## src/rtl/cosim_commit_tap_pkg.sv

```systemverilog
// Shared constants and helpers for the commit-monitor cosim tap.
// Covers recoded (HardFloat) field widths, exponent biases and the NaN-box pattern.
package cosim_commit_tap_pkg;

   localparam int dp_exp_w_lp = 12;
   localparam int dp_sig_w_lp = 52;
   localparam int sp_exp_w_lp = 8;
   localparam int sp_sig_w_lp = 23;
   localparam int rec_w_lp    = 1 + dp_exp_w_lp + dp_sig_w_lp;

   localparam logic [dp_exp_w_lp-1:0] dp_norm_bias_lp = 12'd1025;
   localparam logic [dp_exp_w_lp-1:0] dp_sub_bias_lp  = 12'd1026;
   localparam logic [dp_exp_w_lp-1:0] sp_norm_bias_lp = 12'd1921;
   localparam logic [dp_exp_w_lp-1:0] sp_sub_bias_lp  = 12'd1922;

   localparam logic [31:0] nan_box_lp = 32'hFFFF_FFFF;

   typedef enum logic [1:0] {
      cls_zero_e,
      cls_inf_e,
      cls_nan_e,
      cls_finite_e
   } rec_cls_e;

   // The top three recoded exponent bits select the value class.
   function automatic rec_cls_e classify(input logic [2:0] exp_top);
      rec_cls_e cls;
      case (exp_top)
         3'b000:  cls = cls_zero_e;
         3'b110:  cls = cls_inf_e;
         3'b111:  cls = cls_nan_e;
         default: cls = cls_finite_e;
      endcase
      return cls;
   endfunction

endpackage

```

## src/rtl/cosim_rec_to_raw.sv

```systemverilog
// Combinational converter from 65-bit recoded FP to raw IEEE-754.
// SP results are NaN-boxed into the upper 32 bits.
module cosim_rec_to_raw
   import cosim_commit_tap_pkg::*;
(
   input  logic [rec_w_lp-1:0] rec_i,
   input  logic                sp_not_dp_i,
   output logic [63:0]         raw_o
);

   logic                   sign_s;
   logic [dp_exp_w_lp-1:0] exp_s;
   logic [dp_sig_w_lp-1:0] sig_s;
   rec_cls_e               cls_s;

   logic [dp_exp_w_lp-1:0] dp_sub_shift_s;
   logic [dp_exp_w_lp-1:0] sp_sub_shift_s;
   logic [10:0]            dp_norm_exp_s;
   logic [sp_exp_w_lp-1:0] sp_norm_exp_s;
   logic [dp_sig_w_lp-1:0] dp_sub_sig_s;
   logic [sp_sig_w_lp-1:0] sp_sub_sig_s;

   logic [63:0]            dp_raw_s;
   logic [31:0]            sp32_s;

   assign sign_s = rec_i[rec_w_lp-1];
   assign exp_s  = rec_i[rec_w_lp-2 -: dp_exp_w_lp];
   assign sig_s  = rec_i[dp_sig_w_lp-1:0];
   assign cls_s  = classify(exp_s[dp_exp_w_lp-1 -: 3]);

   // Field arithmetic; subnormal shifts are only meaningful below the normal threshold.
   assign dp_sub_shift_s = dp_sub_bias_lp - exp_s;
   assign sp_sub_shift_s = sp_sub_bias_lp - exp_s;
   assign dp_norm_exp_s  = 11'(exp_s - dp_norm_bias_lp);
   assign sp_norm_exp_s  = 8'(exp_s - sp_norm_bias_lp);
   assign dp_sub_sig_s   = 52'({1'b1, sig_s} >> dp_sub_shift_s);
   assign sp_sub_sig_s   = 23'({1'b1, sig_s[dp_sig_w_lp-1 -: sp_sig_w_lp]} >> sp_sub_shift_s);

   // Per-class assembly of both formats, then format select.
   always_comb begin
      dp_raw_s = {sign_s, 63'd0};
      sp32_s   = {sign_s, 31'd0};
      case (cls_s)
         cls_zero_e: begin
            dp_raw_s = {sign_s, 63'd0};
            sp32_s   = {sign_s, 31'd0};
         end
         cls_inf_e: begin
            dp_raw_s = {sign_s, 11'h7FF, 52'd0};
            sp32_s   = {sign_s, 8'hFF, 23'd0};
         end
         cls_nan_e: begin
            dp_raw_s = {sign_s, 11'h7FF, sig_s};
            sp32_s   = {sign_s, 8'hFF, sig_s[dp_sig_w_lp-1 -: sp_sig_w_lp]};
         end
         cls_finite_e: begin
            if (exp_s >= dp_sub_bias_lp) begin
               dp_raw_s = {sign_s, dp_norm_exp_s, sig_s};
            end else begin
               dp_raw_s = {sign_s, 11'd0, dp_sub_sig_s};
            end
            if (exp_s >= sp_sub_bias_lp) begin
               sp32_s = {sign_s, sp_norm_exp_s, sig_s[dp_sig_w_lp-1 -: sp_sig_w_lp]};
            end else begin
               sp32_s = {sign_s, 8'd0, sp_sub_sig_s};
            end
         end
         default: begin
            dp_raw_s = {sign_s, 63'd0};
            sp32_s   = {sign_s, 31'd0};
         end
      endcase

      if (sp_not_dp_i) begin
         raw_o = {nan_box_lp, sp32_s};
      end else begin
         raw_o = dp_raw_s;
      end
   end

endmodule

```

## src/rtl/cosim_commit_tap.sv

```systemverilog
// Cosim tap for the commit monitor: decode-word delay chain, retired-instruction
// counter and recoded-to-raw FP register conversion.
module cosim_commit_tap
   import cosim_commit_tap_pkg::*;
#(
   parameter int width_p      = 32,
   parameter int num_stages_p = 4,
   parameter int max_val_p    = 2**30,
   parameter int init_val_p   = 0
)(
   input  logic                             clk_i,
   input  logic                             reset_i,
   input  logic [width_p-1:0]               data_i,
   output logic [width_p-1:0]               data_o,
   input  logic                             clear_i,
   input  logic                             up_i,
   output logic [$clog2(max_val_p+1)-1:0]   count_o,
   input  logic [rec_w_lp-1:0]              rec_i,
   input  logic                             sp_not_dp_i,
   output logic [63:0]                      raw_o
);

   localparam int cnt_w_lp = $clog2(max_val_p+1);
   localparam logic [cnt_w_lp-1:0] init_lp = cnt_w_lp'(init_val_p);
   localparam logic [cnt_w_lp-1:0] max_lp  = cnt_w_lp'(max_val_p);
   localparam logic [cnt_w_lp-1:0] one_lp  = cnt_w_lp'(1);

   if (num_stages_p == 0) begin : g_wire
      assign data_o = data_i;
   end else begin : g_chain
      logic [width_p-1:0] stage_r [num_stages_p];

      // Free-running shift chain; reset flushes any in-flight words.
      always_ff @(posedge clk_i or negedge reset_i) begin
         if (!reset_i) begin
            for (int i = 0; i < num_stages_p; i++) begin
               stage_r[i] <= {width_p{1'b0}};
            end
         end else begin
            stage_r[0] <= data_i;
            for (int i = 1; i < num_stages_p; i++) begin
               stage_r[i] <= stage_r[i-1];
            end
         end
      end

      assign data_o = stage_r[num_stages_p-1];
   end

   logic [cnt_w_lp-1:0] count_r;
   logic [cnt_w_lp-1:0] count_n_s;

   // Next count: clear wins over hold, and a same-cycle increment still counts.
   always_comb begin
      count_n_s = count_r;
      if (clear_i && up_i) begin
         count_n_s = init_lp + one_lp;
      end else if (clear_i) begin
         count_n_s = init_lp;
      end else if (up_i && (count_r < max_lp)) begin
         count_n_s = count_r + one_lp;
      end else begin
         count_n_s = count_r;
      end
   end

   // Counter state register.
   always_ff @(posedge clk_i or negedge reset_i) begin
      if (!reset_i) begin
         count_r <= init_lp;
      end else begin
         count_r <= count_n_s;
      end
   end

   assign count_o = count_r;

   cosim_rec_to_raw u_rec_to_raw (
      .rec_i       (rec_i),
      .sp_not_dp_i (sp_not_dp_i),
      .raw_o       (raw_o)
   );

endmodule

```

## config.mk

```make
export PLATFORM = sky130hd
export DESIGN_NAME = cosim_commit_tap
export DESIGN_NICKNAME = d
export VERILOG_FILES = /design/src/rtl/cosim_commit_tap_pkg.sv /design/src/rtl/cosim_rec_to_raw.sv /design/src/rtl/cosim_commit_tap.sv
export SDC_FILE = /design/constraint.sdc
export NUM_CORES = 1
export LEC_CHECK = 0
export BUFFER_PORTS_ARGS = -buffer_cell sky130_fd_sc_hd__buf_2
export CORE_ASPECT_RATIO = 2
export CORE_MARGIN = 4
export CORE_UTILIZATION = 45
export CTS_CLUSTER_DIAMETER = 30
export DETAILED_ROUTE_END_ITERATION = 8
export PLACE_DENSITY_LB_ADDON = 0.12
export RECOVER_POWER = 100
export REMOVE_ABC_BUFFERS = 1
export SYNTH_ARGS = -nofsm -noshare
export SYNTH_HDL_FRONTEND = slang
export SYNTH_SLANG_ARGS = --single-unit
```

## constraint.sdc

```tcl
create_clock -name clk_i -period 15.6 [get_ports clk_i]
set_input_delay 3.12 -clock clk_i [delete_from_list [all_inputs] [get_ports clk_i]]
set_output_delay 3.12 -clock clk_i [all_outputs]
set_load 0.1 [all_outputs]
```

==> qor.yml, run 1 <==
critical_path:
  crit_cells: 13
  path_cells: "buf_2 > buf_4 > inv_2 > clkbuf_1 > ha_1 > nor4_1 > nand3_1 > a211o_1 > buf_4 > a21oi_1 > and2_1 > a221oi_1 > clkbuf_1"
  end_kind: "output port"
  criticalPathCategory: "in -> out"
  r2r_start: "count_o[30]$_DFFE_PN0P_"
  reg2regPathDepth: 7
  cp_slowest_stage_delay_ns: 2.45
  startpoint_type: "input pin"
  reg2reg_slack_ns: 13.04
  critical_path.startpoint: "rec_i[52]"
  cp_slowest_cell: "clkbuf_1"
  path_delay_family: "buffers and inverters"
  cp_max_fo: 52
  r2r-end: "count_o[25]$_DFFE_PN0P_"
  critPathArrivalTime_ns: 9.73
  cp_num_buf_inv: 6
  required_ns: 12.48
synthesis:
  async_flop_share_pct: 100
  ys_ff_latch: 159
  synth_area_um2: 10600
  synth_top_area_share_pct: 37.6
  synth_top_family_by_area: "compound AO/OA/AOI/OAI gates"
  yosysUniqueCellTypes: 86
  synth_area_per_cell_um2: 9.51
  synth_area_leaders: "dfrtp_1 38%, mux2i_1 8.7%, mux4_2 5.5%"
  synth_mux_area_share_pct: 16.6
  ys.flop_type: "dfrtp_1"
  synthAdderAreaFrac_pct: 0.473
  synth_cells: 1113
  synthSimpleGateAreaFrac_pct: 14.8
  synth_top_cell_by_area: "dfrtp_1"
  yosysSeqAreaShare_pct: 37.6
  synth_compound_area_share_pct: 21.0
  yosysMostFrequentCell: "dfrtp_1"
  synth_common_cells: "159 x dfrtp_1, 108 x nand2_1, 92 x mux2i_1"
  synthXorXnorAreaFrac_pct: 3.30
  synth-edff-count: 0
  yosys_warnings: 0
sta:
  finalSetupViolCount: 0
  drv_slew: 263
  setup-tns-final_ns: 0
  finalHoldViolations: 0
  relSlewSlack_pct: -207
  holdWs_ns: 0.345
  fin_crit_sh_pct: 82.4
  fin_crit_ns: 12.85
  worstMarginPinSlew_ns: 4.60
  skew_ns: 0.00453
  fmax_ghz: 0.0778
  rsz0062_at_grt: "no"
floorplan:
  fp.coreArea_um2: 23200
  io_pins: 229
  initial_core_util_pct: 45.6
  std_cell_rows: 79
  die-area_um2: 26200
  dieHeight_um: 225
  die_w_um: 116
clocking:
  clock-root-buffer: "clkbuf_16"
  cts_buffer_depth: 2
  cts_tree: "built"
  numCtsBuffers: 17
  clock_latency_ns: 0.41
  post_cts_buffers: 0
  cts_resized: 0
  clk_pin_slew_ns: 0.06
  clkSinkCount: 159
  cts_hold_buf: 0
  htree_levels: 4
global_route:
  grt_max_degree: 96
  antenna_found_initial: 1
  grt_pass1_wl_um: 65000
  grt-ovfl-total: 0
  track_usage_pct: 34.0
  grt_pass1_vias: 10200
finish:
  stdcell_count: 1560
  final_layout_size_suffix_gt1_share_pct: 18.6
  layout.nets: 1369
  fill_cells: 2245
  syn_to_final_growth_pct: 14.1
  fin_util_pct: 52.0
  register_area_um2: 3980
  multi_input_area_um2: 6000
min_path:
  hp-start: "g_chain.stage_r[45]$_DFF_PN0_"
  hold_end: "data_o[13]$_DFF_PN0_"
  hp-class: "reg -> reg"
  min_path_cells: 0
detailed_routing:
  drt_iter0_markers: 910
  dr.pass1.iters: 6
  vias: 10200
  vias_per_cell: 6.57
  ant_nets: 0
  wl_per_cell_um: 28.9
  drc: 0
  drt_wl_total_um: 45100
outcome:
  status: "complete, but fails checks"
  violations: "capacitance limit, slew limit"
place:
  gp_congestion: 1.08
  dp_hpwl_um: 34900
  port_buffers: 228
  placed_cells: 1527
pwr:
  leakage_uw: 0.00494
  peakVddDrop_v: 0.000158
  finalPower_uw: 1310
  p_per_area_nw_per_um2: 109
job:
  maxCapViolCount: 4
## cells in the final DEF (no fill, tap or decap), types with 19 or more instances in the layout
master and count:
a211oi_1 23, nand3_1 23, clkbuf_1 130, nand4_1 19, mux2_2 22, a221o_1 23
mux2i_1 92, buf_2 101, a221oi_1 24, o21ai_0 63, dfrtp_1 159, a21oi_1 83
xor2_1 23, nand2_1 108, nor2_1 82, mux4_2 26
## cell type report
class / instances / area share (%)
inverter: 14 / 0.435
timing repair buffer: 249 / 9.34
sequential: 159 / 32.9
clock inverter: 14 / 1.06
antenna: 1 / 0.0207
tap: 283 / 2.93
clock buffer: 18 / 3.63
multi-input combinational: 822 / 49.7
## how the worst max path moves through the flow
stage,end
detailed placement,raw_o[0]
finish,raw_o[16]
global route,raw_o[16]
CTS,raw_o[0]
global placement,raw_o[22]
floorplan,raw_o[4]
## worst register-to-register path: cells and delay by family, from the launching register on
kind | cells | cell delay (ns)
flops | 1 | 0.41
compound gates | 1 | 0.52
simple gates | 5 | 1.32
xor+xnor | 1 | 0.15
## cells by family (layout without fill, tap and decap cells)
kind of cell / Yosys count / in the layout
adder cells (fa/ha/maj): 4 / 4
XOR/XNOR: 39 / 39
buffers and inverters: 132 / 295
flip-flops: 159 / 159
multiplexers: 140 / 140
other: 0 / 1
AND/OR/NAND/NOR: 323 / 323
AO/OA/AOI/OAI: 316 / 316
## sequential cells by signal, indices dropped and copies added (netlist names)
| register | count |
|---|---|
| g_chain.stage_r | 96 |
| data_o | 32 |
| count_o | 31 |
## stage by stage
stage               area (um^2)  setup slack, ns
global placement          11700             4.95
CTS                       12300             5.00
finish                    12100             2.75
global route              12100             2.42
detailed placement        11700             5.02
floorplan                  9970             1.71
## per-layer routing
metal	GRT usage, %	wire length [um]	vias to the layer above
li1	-	-	4456
met1	33.9	14300	4979
met2	59.0	23000	600
met3	5.43	2980	213
met4	30.2	4760	0
met5	0	0	-
## power by group
part           total, uW  switching, uW  internal, uW
Sequential           435           4.94           430
Clock                384            170           214
Combinational        494            379           115
Power figures use the tool's default switching activity.
==> inputs of run 2 (changes only) <==
==> constraint.sdc (replaced) <==
create_clock -name clk_i -period 11.95 [get_ports clk_i]
set_input_delay 2.39 -clock clk_i [delete_from_list [all_inputs] [get_ports clk_i]]
set_output_delay 2.39 -clock clk_i [all_outputs]
set_load 0.1 [all_outputs]
==> run 2 against run 1 <==
Sequential share of layout area shrank 0.16 points. Wire length increased by 2.4%. Final cell count grew 0.13%. Critical path depth down 2. Non-clock buffer count rose by 3. Clock-buffer cell count is 1 higher. The run still ends with capacitance limit, slew limit left. Global-route usage rose by 1.1 points. Clock power increased by 45%. Utilization increased by 0.25 points. Setup slack lost 1.1 ns.
==> qor.yml, run 2 (synthesis results as in run 1) <==
clocking:
  post_cts_buffers: 0
  cts_buffer_depth: 2
  cts_tree: "built"
  clkSinkCount: 159
  clock_latency_ns: 0.42
  cts_hold_buf: 0
  cts_resized: 0
  clk_pin_slew_ns: 0.06
  htree_levels: 4
  numCtsBuffers: 17
  clock-root-buffer: "clkbuf_16"
floorplan:
  dieHeight_um: 225
  initial_core_util_pct: 45.6
  io_pins: 229
  fp.coreArea_um2: 23200
  std_cell_rows: 79
  die-area_um2: 26200
  die_w_um: 116
place:
  placed_area_um2: 11700
  dp_hpwl_um: 35600
  gp_congestion: 1.06
  port_buffers: 228
  placed_cells: 1530
  dp_slack_ns: 2.83
sta:
  rsz0062_at_grt: "no"
  fin_crit_ns: 10.35
  drv_slew: 283
  fmax_ghz: 0.0966
  finalSetupViolCount: 0
  finalHoldViolations: 0
  fin_crit_sh_pct: 86.6
  relSlewSlack_pct: -164
  setup-tns-final_ns: 0
  skew_ns: 0.00570
  layout_setup_ws_ns: 1.60
  worstMarginPinSlew_ns: 3.96
critical_path:
  r2r-end: "count_o[27]$_DFFE_PN0P_"
  critPathArrivalTime_ns: 7.96
  r2r_start: "count_o[30]$_DFFE_PN0P_"
  required_ns: 9.56
  reg2reg_slack_ns: 9.39
  criticalPathCategory: "in -> out"
  critPathCapture: "raw_o[16]"
  end_kind: "output port"
  critical_path.startpoint: "rec_i[52]"
  cp_max_fo: 44
  startpoint_type: "input pin"
  reg2regPathDepth: 6
global_route:
  antenna_found_initial: 0
  grt_max_degree: 82
  track_usage_pct: 35.2
  grt_pass1_wl_um: 66500
  grt-ovfl-total: 0
  grt_pass1_vias: 10300
finish:
  insertedDiodeCount: 0
  syn_to_final_growth_pct: 14.7
  fill_cells: 2261
  final_layout_size_suffix_gt1_share_pct: 18.8
  final_common_cell: "dfrtp_1"
  top_register: "g_chain.stage_r"
  stdcell_count: 1562
  fin_util_pct: 52.3
  layout.nets: 1372
  final_cell_mix: "159 x dfrtp_1, 128 x clkbuf_1, 108 x nand2_1, 104 x buf_2, 92 x mux2i_1"
  final_area_um2: 12100
  largest_reg_flops: 96
min_path:
  hp-class: "reg -> reg"
detailed_routing:
  drt_wl_total_um: 46100
  wl_per_cell_um: 29.5
  vias_per_cell: 6.63
  vias: 10400
  drc: 0
  drt_iter0_markers: 976
  ant_nets: 0
  dr.pass1.iters: 6
outcome:
  violations: "capacitance limit, slew limit"
  status: "complete, but fails checks"
job:
  maxCapViolCount: 5
pwr:
  p_per_area_nw_per_um2: 146
  peakVddDrop_v: 0.000207
  leakage_uw: 0.00498
[run 2: power breakdown]
| group | switching [uW] | internal (uW) | total [uW] |
|---|---|---|---|
| registers | 6.65 | 561 | 568 |
| clock network | 216 | 340 | 555 |
| logic | 496 | 151 | 646 |
| total | 718 | 1050 | 1770 |
[run 2: worst min-delay path by stage]
stage,from,end,slack (ns),cells past startpoint
6_report,g_chain.stage_r[122]$_DFF_PN0_,g_chain.stage_r[90]$_DFF_PN0_,0.34,0
4_1_cts,g_chain.stage_r[89]$_DFF_PN0_,g_chain.stage_r[57]$_DFF_PN0_,0.35,0
3_3_place_gp,g_chain.stage_r[121]$_DFF_PN0_,g_chain.stage_r[89]$_DFF_PN0_,0.33,0
5_1_grt,g_chain.stage_r[83]$_DFF_PN0_,g_chain.stage_r[51]$_DFF_PN0_,0.35,0
2_1_floorplan,g_chain.stage_r[32]$_DFF_PN0_,data_o[0]$_DFF_PN0_,0.33,0
3_5_place_dp,g_chain.stage_r[48]$_DFF_PN0_,data_o[16]$_DFF_PN0_,0.33,0
[run 2: layout make-up]
| type | count | area [um^2] | area share, % |
|---|---|---|---|
| Clock buffer | 19 | 443 | 3.65 |
| Clock inverter | 13 | 176 | 1.45 |
| Inverter | 14 | 52.6 | 0.433 |
| Multi-Input combinational cell | 822 | 5980 | 49.3 |
| Sequential cell | 159 | 3980 | 32.8 |
| Tap cell | 283 | 354 | 2.92 |
| Timing Repair Buffer | 252 | 1150 | 9.51 |
[run 2: through the flow]
| step | hold WS [ns] | power, uW |
|---|---|---|
| finish | 0.345 | 1770 |
| global route | 0.346 | 1830 |
| CTS | 0.346 | 1770 |
| detailed placement | 0.335 | 1220 |
| global placement | 0.331 | 1220 |
| floorplan | 0.331 | 1010 |
[run 2: metal layers]
metal	share of wire [%]	up-vias	GRT usage (%)
met4	9.7	0	27.6
met3	7.0	203	5.08
met2	52	653	62.4
met1	31	5044	35.7
li1	-	4463	-
met5	0	-	0
[run 2: critical path, cell delays in order]
cell,delay [ns]
buf_2,0.07
buf_4,0.42
inv_2,0.07
ha_1,1.35
buf_4,0.68
mux2i_1,0.29
mux4_2,0.59
mux2i_1,0.48
o221ai_1,0.26
a221oi_1,0.36
clkbuf_1,0.90
==> inputs of run 3 (changes only) <==
--- a/config.mk
+++ b/config.mk
@@ -6,7 +6,7 @@
 export NUM_CORES = 1
 export LEC_CHECK = 0
 export BUFFER_PORTS_ARGS = -buffer_cell sky130_fd_sc_hd__buf_2
-export CORE_ASPECT_RATIO = 2
+export CORE_ASPECT_RATIO = 0.75
 export CORE_MARGIN = 4
 export CORE_UTILIZATION = 45
 export CTS_CLUSTER_DIAMETER = 30
==> run 3 against run 2 <==
The flow still finishes with violations (capacitance limit, slew limit). Global-route usage fell by 4.9 points. Sequential share of layout area up 0.20 points. Highest routed layer is now met5. Critical path type unchanged. Sequential power about the same. Setup slack improved by 0.47 ns. Non-clock buffer count down 7. Die area decreased by 0.47%. Via count fell by 1.8%. Sequential cell count stayed put. Final cell count increased by 0.64%. First-iteration DRC count grew 65%. Clock-buffer cell count down 1.
==> qor.yml, run 3 (synthesis results as in run 1) <==
detailed_routing:
  ant_nets: 0
  drc: 0
  vias_per_cell: 6.47
  drt_iter0_markers: 1612
  drt_wl_total_um: 40300
  vias: 10200
  wl_per_cell_um: 25.6
  dr.pass1.iters: 6
finish:
  final_layout_size_suffix_gt1_share_pct: 18.2
  top_register: "g_chain.stage_r"
  fin_util_pct: 52.3
  syn_to_final_growth_pct: 14.0
  final_common_cell: "dfrtp_1"
  insertedDiodeCount: 0
  layout.nets: 1365
  stdcell_count: 1572
  fill_cells: 2185
  final_cell_mix: "159 x dfrtp_1, 128 x clkbuf_1, 108 x nand2_1, 102 x buf_2, 92 x mux2i_1"
  register_area_um2: 3980
  multi_input_area_um2: 5980
  largest_reg_flops: 96
critical_path:
  cp_num_buf_inv: 4
  end_kind: "output port"
  required_ns: 9.56
  worst_path_most_repeated_cell: "buf_4"
  criticalPathCategory: "in -> out"
  cp_slowest_stage_delay_ns: 0.93
  cp_slowest_cell: "clkbuf_1"
  cp_max_fo: 43
  path_cells: "buf_2 > buf_4 > ha_1 > nor3_1 > nand4b_1 > a211oi_1 > o21ai_2 > buf_4 > nor3_4 > a21oi_1 > nor4_1 > clkbuf_1"
  path_delay_family: "simple AND/OR/NAND/NOR gates"
  startpoint_type: "input pin"
  critPathArrivalTime_ns: 7.49
clocking:
  cts_hold_buf: 0
  htree_levels: 4
  cts_buffer_depth: 2
  post_cts_buffers: 0
  clk_pin_slew_ns: 0.06
  cts_tree: "built"
  numCtsBuffers: 17
  cts_resized: 0
  clock_latency_ns: 0.42
  clkSinkCount: 159
  clock-root-buffer: "clkbuf_16"
job:
  maxCapViolCount: 3
pwr:
  seq_power_share_pct: 33.0
  combPwrFrac_pct: 36.9
  p_int_uw: 1000
  peakVddDrop_v: 0.0000801
  leakage_uw: 0.00492
  switching_share_pct: 41.7
  pwr-share-clk_pct: 30.1
  p_per_area_nw_per_um2: 143
  p_sw_uw: 718
  finalPower_uw: 1720
sta:
  worstMarginPinSlew_ns: 4.28
  fin_crit_ns: 9.88
  rsz0062_at_grt: "no"
  finalHoldViolations: 0
  fin_crit_sh_pct: 82.7
  finalSetupViolCount: 0
  drv_slew: 199
  holdWs_ns: 0.342
  setup-tns-final_ns: 0
  skew_ns: 0.0127
  relSlewSlack_pct: -186
  fmax_ghz: 0.101
global_route:
  grt_max_degree: 86
  antenna_found_initial: 1
  grt-ovfl-total: 0
  grt_pass1_wl_um: 59900
  track_usage_pct: 30.3
  grt_pass1_vias: 9474
place:
  port_buffers: 228
  dp_hpwl_um: 29900
  placed_cells: 1540
  gp_congestion: 1.05
floorplan:
  die-area_um2: 26100
  std_cell_rows: 48
  initial_core_util_pct: 45.9
  die_w_um: 185
  fp.coreArea_um2: 23100
  io_pins: 229
  dieHeight_um: 141
min_path:
  hp-class: "reg -> reg"
outcome:
  violations: "capacitance limit, slew limit"
  status: "complete, but fails checks"
[run 3: changes by cell type in the layout (fill, tap and decap cells not counted), sizes merged]
cell	previous run	this run
clkbuf	146	145
buf	125	118
clkinvlp	1	3
inv	20	21
bufinv	3	1
[run 3: path summary, 6_finish.rpt]
check / to / start / slack (ns) / depth (start not counted)
max: raw_o[4] / rec_i[52] / 2.07 / 12
min: g_chain.stage_r[93]$_DFF_PN0_ / g_chain.stage_r[125]$_DFF_PN0_ / 0.34 / 0
max reg2reg: count_o[25]$_DFFE_PN0P_ / count_o[30]$_DFFE_PN0P_ / 9.22 / 7
min reg2reg: g_chain.stage_r[93]$_DFF_PN0_ / g_chain.stage_r[125]$_DFF_PN0_ / 0.34 / 0
max in group asynchronous: data_o[15]$_DFF_PN0_ / reset_i / 3.50 / 2
min in group asynchronous: g_chain.stage_r[97]$_DFF_PN0_ / reset_i / 3.49 / 1
[run 3: power by group through the flow]
| stage | Sequential, uW | Clock, uW | Combinational, uW |
|---|---|---|---|
| detailed placement | 577 | 0 | 618 |
| global placement | 576 | 0 | 623 |
| CTS | 567 | 533 | 620 |
| finish | 567 | 519 | 635 |
| floorplan | 623 | 0 | 389 |
| global route | 569 | 562 | 656 |
[run 3: layout make-up]
cell class	instances	share of cell area, %
Clock inverter	14	1.21
Tap cell	300	3.11
Inverter	14	0.435
Sequential cell	159	33.0
Timing Repair Buffer	245	9.17
Clock buffer	18	3.56
Multi-Input combinational cell	822	49.5
[run 3: metrics by stage]
step                      setup WS, ns  cell area (um^2)
final                             2.07             12100
after CTS                         3.04             12200
after global routing              1.76             12100
after floorplan                 -0.484              9970
after detailed placement          3.05             11700
after global placement            3.03             11700
[run 3: routing by layer]
metal,GRT usage (%),vias to the layer above,wire length [um]
met5,0,-,11
met4,7.18,2,885
met3,15.9,81,6450
met2,40.8,745,16300
met1,43.0,4901,16600
li1,-,4446,-
[run 3: worst register-to-register path, stage by stage (launching register included)]
cell and delay, ns:
dfrtp_1 0.44, nand2b_1 0.25, a211oi_1 0.52, nor3b_1 0.56, nand4_1 0.28, nor3_1 0.29
xnor2_1 0.17, nor2_1 0.05
